`src/rtl/uart_tx_fifo.sv`:
```
// uart_tx_fifo: parametrised UART transmitter fed from a circular input FIFO
module uart_tx_fifo #(
  parameter int CLOCK_HZ  = 10_000,
  parameter int UART_BAUD = 1_000,
  parameter int DATA_BITS = 8,
  parameter int PARITY    = 0,
  parameter int STOP_BITS = 1,
  parameter int FIFO_AW   = 4
) (
  input  logic                 clk,
  input  logic                 rst,
  input  logic                 wr,
  input  logic [DATA_BITS-1:0] wr_data,
  output logic                 full,
  output logic                 empty,
  output logic [FIFO_AW:0]     level,
  output logic                 busy,
  output logic                 ovf,
  input  logic                 clr_ovf,
  output logic                 uart_tx
);
  localparam int DIV = CLOCK_HZ / UART_BAUD;
  localparam int CW = $clog2(DIV);
  localparam int LW = FIFO_AW + 1;
  localparam int DEPTH = 1 << FIFO_AW;
  localparam logic [2:0] IDLE = 3'd0, START = 3'd1, DATA = 3'd2, PAR = 3'd3, STOP = 3'd4;
  if (DIV < 2 || DATA_BITS < 5 || DATA_BITS > 9 || PARITY < 0 || PARITY > 2 ||
      STOP_BITS < 1 || STOP_BITS > 2 || FIFO_AW < 1) begin : g_bad_params
    $fatal(1, "uart_tx_fifo: illegal parameter combination");
  end
  logic [DATA_BITS-1:0] mem [DEPTH];
  logic [FIFO_AW-1:0]   wp, rp;
  logic [2:0]           state;
  logic [CW-1:0]        cnt;
  logic [3:0]           idx;
  logic [DATA_BITS-1:0] sh, head;
  logic                 par, push, pop, tick;
  logic [LW-1:0]        lvl_n;
  always_comb begin
    tick = cnt == CW'(DIV - 1);
    head = mem[rp];
    push = wr && !full;
    pop = !empty && (state == IDLE || (state == STOP && tick && idx == 4'(STOP_BITS - 1)));
    lvl_n = level + LW'(push) - LW'(pop);
  end
  assign busy = state != IDLE || !empty;
  always_ff @(posedge clk)
    if (push) mem[wp] <= wr_data;
  always_ff @(posedge clk or posedge rst)
    if (rst) begin
      wp <= '0;
      rp <= '0;
      level <= '0;
      full <= 1'b0;
      empty <= 1'b1;
      ovf <= 1'b0;
      cnt <= '0;
      idx <= '0;
      sh <= '0;
      par <= 1'b0;
      state <= IDLE;
      uart_tx <= 1'b1;
    end else begin
      wp <= wp + FIFO_AW'(push);
      rp <= rp + FIFO_AW'(pop);
      level <= lvl_n;
      full <= lvl_n == LW'(DEPTH);
      empty <= lvl_n == '0;
      ovf <= (wr && full) ? 1'b1 : clr_ovf ? 1'b0 : ovf;
      cnt <= (state == IDLE || tick) ? '0 : cnt + 1'b1;
      // parity is taken from the whole word at load time, before shifting starts
      if (pop) begin
        sh <= head;
        par <= (PARITY == 2) ? ^head : ~^head;
      end
      case (state)
        IDLE: if (pop) begin
          state <= START;
          uart_tx <= 1'b0;
        end
        START: if (tick) begin
          state <= DATA;
          idx <= '0;
          uart_tx <= sh[0];
        end
        DATA: if (tick) begin
          if (idx == 4'(DATA_BITS - 1)) begin
            state <= (PARITY != 0) ? PAR : STOP;
            idx <= '0;
            uart_tx <= (PARITY != 0) ? par : 1'b1;
          end else begin
            idx <= idx + 4'd1;
            sh <= sh >> 1;
            uart_tx <= sh[1];
          end
        end
        PAR: if (tick) begin
          state <= STOP;
          idx <= '0;
          uart_tx <= 1'b1;
        end
        STOP: if (tick) begin
          if (idx == 4'(STOP_BITS - 1)) begin
            idx <= '0;
            state <= pop ? START : IDLE;
            uart_tx <= !pop;
          end else idx <= idx + 4'd1;
        end
        default: begin
          state <= IDLE;
          uart_tx <= 1'b1;
        end
      endcase
    end
endmodule

```
`config.mk`:
```
export PLATFORM = sky130hd
export DESIGN_NAME = uart_tx_fifo
export DESIGN_NICKNAME = d
export VERILOG_FILES = /design/src/rtl/uart_tx_fifo.sv
export SDC_FILE = /design/constraint.sdc
export NUM_CORES = 1
export LEC_CHECK = 0
export BUFFER_PORTS_ARGS = -buffer_cell sky130_fd_sc_hd__buf_2
export CAP_MARGIN = 20
export CORE_ASPECT_RATIO = 1.75
export CORE_MARGIN = 2
export CORE_UTILIZATION = 50
export CTS_BUF_LIST = sky130_fd_sc_hd__clkbuf_4
export CTS_CLUSTER_SIZE = 24
export DETAILED_ROUTE_END_ITERATION = 6
export GPL_TIMING_DRIVEN = 1
export PLACE_DENSITY_LB_ADDON = 0.12
export SETUP_SLACK_MARGIN = 0.02
export SLEW_MARGIN = 40
export SYNTH_ARGS = -nofsm -noshare
export SYNTH_HDL_FRONTEND = slang
export SYNTH_SLANG_ARGS = --single-unit
```
`constraint.sdc`:
```
create_clock -name clk -period 3 [get_ports clk]
set_clock_uncertainty 0.15 [all_clocks]
set_input_delay 0.6 -clock clk [delete_from_list [all_inputs] [get_ports clk]]
set_output_delay 0.6 -clock clk [all_outputs]
set_load 0.01 [all_outputs]
```
# Word-level counts from Yosys, hierarchy flattened

Memories as Yosys holds them, arrays and structs flattened.
Cells that the tools add are included.

Reduce and logical (&&, ||, !) cells: 21
Equal/unequal tests: 15
Mux-type cells: 32
Add/sub/neg operators: 6

Operators with widths:

| operator                                      | count |
|---|---|
| 2-to-1 mux 8 bit                              | 4 |
| 2-to-1 mux 4 bit                              | 6 |
| 2-to-1 mux 3 bit                              | 7 |
| case mux 3 bit (5 select lines)               | 1 |
| 2-to-1 mux 1 bit                              | 12 |
| != test 2 bit, second input constant          | 6 |
| case mux 4 bit (3 select lines)               | 1 |
| adder 4 x 1 -> 4 bit                          | 2 |
| adder 4 x 1 -> 4 bit, second input constant   | 2 |
| AND reduction 7 bit                           | 1 |
| == test 3 x 2 -> 1 bit, second input constant | 2 |
| AND reduction 6 bit                           | 1 |
| nonzero test 3 bit                            | 2 |
| adder 5 x 1 -> 5 bit                          | 1 |
| == test 5 bit, second input constant          | 1 |
| logical AND 1 bit                             | 5 |
| zero test 5 bit                               | 1 |
| case mux 1 bit (5 select lines)               | 1 |
| subtractor 5 x 1 -> 5 bit                     | 1 |
| == test 4 x 3 -> 1 bit, second input constant | 1 |
| == test 4 bit, second input constant          | 1 |
| zero test 4 bit                               | 1 |
| != test 2 x 1 -> 1 bit, second input constant | 2 |
| AND reduction 4 bit                           | 1 |
| 7 further kinds                               | 11 |

Input bits: 12
Output and inout bits: 10
Memory bits (writable): 128
Register bits after elaboration: 36
Memories: 1

Memory list:

| memory | depth | width | rd ports | clocked after Yosys merged registers in | write ports | line | RTL |
|---|---|---|---|---|---|---|---|
| mem    | 16    | 8     | 1        | 0                                       | 1           | 31   | `logic [DATA_BITS-1:0] mem [DEPTH];` |

# Logic depth before layout (Yosys ltp)

Depth after elaboration: 9
Gate-level depth with buffers: 15
Gate-level depth less buffers: 15

# Worst setup path before layout

OpenSTA, ideal clock, no wires.

Kind: reg-to-reg
Start: register idx[0]
End: register full
Arrival time: 2841 ps
Required time: 2749 ps
Path buffers: 0
Slack: -92 ps
Cell stages (with the launch flop): 16
Setup time: 101 ps
Cell sequence: dfrtp_1 > inv_1 > ha_1 > or3b_1 > o21ai_2 > nand2b_1 > inv_1 > ha_1 > inv_1 > ha_1 > inv_1 > fa_1 > nor2b_1 > o21ai_0 > and3_1 > nor4_1

Cells in the longest elaborated chain, start to end: 6

RTL lines:

| what                      | line | RTL |
|---|---|---|
| start, declared           | 35   | `logic [3:0] idx;` |
| start signal, assigned    | 92   | `idx <= idx + 4'd1;` |
| start signal, assigned    | 107  | `end else idx <= idx + 4'd1;` |
| zero test 4 bit           | 43   | `pop = !empty && (state == IDLE \|\| (state == STOP && tick && idx == 4'(STOP_BITS - 1)));` |
| logical AND 1 bit         | 43   |  |
| logical OR 1 bit          | 43   |  |
| logical AND 1 bit         | 43   |  |
| subtractor 5 x 1 -> 5 bit | 44   | `lvl_n = level + LW'(push) - LW'(pop);` |
| == test 5 bit             | 67   | `full <= lvl_n == LW'(DEPTH);` |
| end signal, assigned      | 67   |  |
| end, declared             | 14   | `output logic full,` |

Every way passes these cells.
A chain may end at the register's enable or synchronous reset.

# Worst setup path after layout

Start: register idx[1]
End: register empty

Cells in the longest elaborated chain, start to end: 6

RTL lines:

| what                      | line | RTL |
|---|---|---|
| zero test 4 bit           | 43   |  |
| logical AND 1 bit         | 43   |  |
| logical OR 1 bit          | 43   |  |
| logical AND 1 bit         | 43   |  |
| subtractor 5 x 1 -> 5 bit | 44   |  |
| net lvl_n[1]              | 38   | `logic [LW-1:0] lvl_n;` |
| zero test 5 bit           | 68   | `empty <= lvl_n == '0;` |
| end signal, assigned      | 55   | `empty <= 1'b1;` |
| end signal, assigned      | 68   |  |
| end, declared             | 15   | `output logic empty,` |

The timed path passes the listed nets, and every way through them passes these cells.

==> impl_metrics.env <==
export IMPL_grt_first_pass_wirelength_mm=21.09
export IMPL_clk_latency_ns=0.54
export IMPL_synth_top_cell_area_share=0.5589
export IMPL_drt_met1_wl_mm=4.764
export IMPL_place_gp_congestion=0.7452
export IMPL_drv_slew=0
export IMPL_grt_max_degree=32
export IMPL_die_w_um=92.66
export IMPL_outcome="finished with violations"
export IMPL_post_route_drc_count=0
export IMPL_drive_gt1_frac=0.3191
export IMPL_ir_drop_v=0.0003876
export IMPL_wirelength_mm=13.21
export IMPL_crit_path_end_kind="flop"
export IMPL_netlist_area_mm2=0.006878
export IMPL_syn2layout_area_growth_pct=14.99
export IMPL_synth_most_common_cell="edfxtp_1"
export IMPL_clk_path_buf_depth=2
export IMPL_hold_viol_final=0
export IMPL_holdCritPathClass="in2reg"
export IMPL_final_net_count=505
export IMPL_pwr_share_seq=0.539
export IMPL_ys_seq_elements=164
export IMPL_first_pass_iters=5
export IMPL_async_flop_share=0.2195
export IMPL_cp_max_fo=2
export IMPL_reg2reg_setup_slack_ns=-0.14
export IMPL_cts_htree_levels=4
export IMPL_clk_pin_slew_worst_paths_ns=0.15
export IMPL_synth_fp_nets=429
export IMPL_via_per_inst=5.597
export IMPL_p_switching_uw=1568
export IMPL_start_util=0.5113
export IMPL_cts_tree="built"
export IMPL_whs_ns=0.07705
export IMPL_port_buffers=21
export IMPL_dpl_cell_area_mm2=0.007388
export IMPL_min_period_ns=3.139
export IMPL_wl_met3_um=311
export IMPL_synth_avg_cell_area_um2=17.07
export IMPL_pwr_share_comb=0.216
export IMPL_synthCells=403
export IMPL_clkSinkCount=164
export IMPL_num_vias=3733
export IMPL_maxCapViolations=0
export IMPL_synth_area_leaders="edfxtp_1, dfrtp_1, mux4_2"
export IMPL_stdcell_area_mm2=0.007909
export IMPL_numCtsBuffers=17
export IMPL_antenna_found_initial=1
export IMPL_violations="setup timing"
export IMPL_grt_pass1_vias=3944
export IMPL_hpwl_mm=9.386
export IMPL_worstMarginPinSlew_ns=0.6862
export IMPL_fmaxAchievable_mhz=318.6
export IMPL_setup_slack_ns=-0.1387
export IMPL_synth_edf_count=128
export IMPL_critPathArrivalTime_ns=3.45
export IMPL_relSlewSlack=0.5420
export IMPL_swShare=0.2932
export IMPL_finalCritPeriodShare=1.046
export IMPL_yosysTopAreaCell="edfxtp_1"
export IMPL_core_area_mm2=0.01345
export IMPL_ys_flop_type="edfxtp_1"
export IMPL_cp_start_kind="flop"
export IMPL_fp_dieH_um=159.2
export IMPL_dieArea_mm2=0.01475
export IMPL_internal_power_uw=3779
export IMPL_rows=56
export IMPL_p_per_area_mw_per_mm2=676.0
export IMPL_ios=22
export IMPL_grt_usage=0.1927
export IMPL_overflow=0
export IMPL_drtIter0Drc=203
export IMPL_yosysSeqAreaShare=0.6902
export IMPL_crit_type="reg2reg"
export IMPL_rsz0062_at_grt="true"
export IMPL_finalSetupViolCount=3
export IMPL_synth_cell_types=46
export IMPL_clock_root_buffer="clkbuf_4"
export IMPL_crit_required_ns=3.32
export IMPL_synth_commonest_cells="edfxtp_1, dfrtp_1, nor2_1"
export IMPL_top_layer_used="met4"
export IMPL_post_drt_wl_per_cell_um=19.81
export IMPL_leakage_uw=0.002819
export IMPL_detail_route_antenna_nets=0
export IMPL_dp_slack_ns=-0.2223
export IMPL_yosysWarnings=0
export IMPL_wl_met2_mm=7.967
export IMPL_clock_power_share=0.245
-- cell families after synthesis --
kind of cell | share of synthesized area
compound gates | 0.04021
xor+xnor | 0.01401
fa+ha+maj | 0.02656
buf+inv | 0.02401
flops | 0.6902
mux | 0.1399
simple gates | 0.06513
-- placed cells by master (no fill, tap or decap), drive strengths merged, types with 7 or more instances in the layout --
cell    Yosys  layout
ha         13      13
dfrtp      34      34
nand3      20      20
mux2       15      15
edfxtp    128     128
clkbuf      6      17
buf        10      72
o21ai      19      19
inv        17      23
mux4       32      32
nor2       31      31
nand2       8       8
a41oi       7       7
-- stage by stage --
step                setup TNS, ns  utilization  power, µW  std cells
CTS                       -0.4414       0.5818       5296        661
finish                    -0.3828       0.5879       5346        667
detailed placement        -0.4682       0.5492       3786        619
floorplan                -0.07468            -       3433        403
global placement          -0.2250       0.5492       3733        619
global route              -0.7618       0.5879       5639        667
-- critical path, cell delays in order (launching register included) --
cell and delay (ns):
dfrtp_1 0.42, inv_2 0.08, ha_4 0.11, or3b_4 0.39, o21ai_4 0.19, nand2b_1 0.11
inv_2 0.09, ha_4 0.21, inv_4 0.05, ha_4 0.12, inv_2 0.03, fa_2 0.52
inv_2 0.04, or3_4 0.40, nor4_4 0.16
-- registers in the layout, indices dropped and copies added, names as in the netlist --
signal and count:
cnt 4, empty 1, full 1, idx 4, level 5, mem 128
ovf 1, rp 4, sh 8, state 3, uart_tx 1, wp 4
-- final cells by class --
| class | instances | area (µm²) |
|---|---|---|
| Multi-Input combinational cell | 206 | 2062 |
| Antenna cell | 1 | 2.502 |
| Sequential cell | 164 | 4748 |
| Fill cell | 1091 | 5544 |
| Inverter | 17 | 66.31 |
| Timing Repair Buffer | 73 | 513.0 |
| Clock inverter | 15 | 171.4 |
| Tap cell | 174 | 217.7 |
| Clock buffer | 17 | 127.6 |
-- routing by layer --
layer	vias up	track usage
met4	0	0.06484
met1	1910	0.2025
met3	12	0.03975
met2	68	0.3719
li1	1743	-
met5	-	0
-- power by group through the flow --
stage | registers [µW] | logic [µW] | clock network, µW
after global placement | 2920 | 816 | 0
after global routing | 2910 | 1250 | 1470
final | 2880 | 1150 | 1310
after detailed placement | 2930 | 853 | 0
after CTS | 2890 | 1050 | 1360
after floorplan | 2910 | 520 | 0
-- what timing repair did --
action | 4_1_cts | 5_1_grt
setup buffers | 9 | 6
pin swaps | 6 | 6
resized for setup | 14 | 11
endpoints found under the setup margin | 3 | 4
hold buffers | 1 | 0
endpoints found under the hold margin | 15 | 0
-- worst paths after layout --
kind	startpoint	to	cells after the start
max in group asynchronous	rst	uart_tx	4
worst max register to register	idx[1]	empty	14
min in group asynchronous	rst	ovf	3
worst max-delay path	idx[1]	empty	14
worst min register to register	cnt[0]	cnt[0]	1
worst min-delay path	clr_ovf	ovf	2
Note: power is estimated with default switching activity, not from simulation.
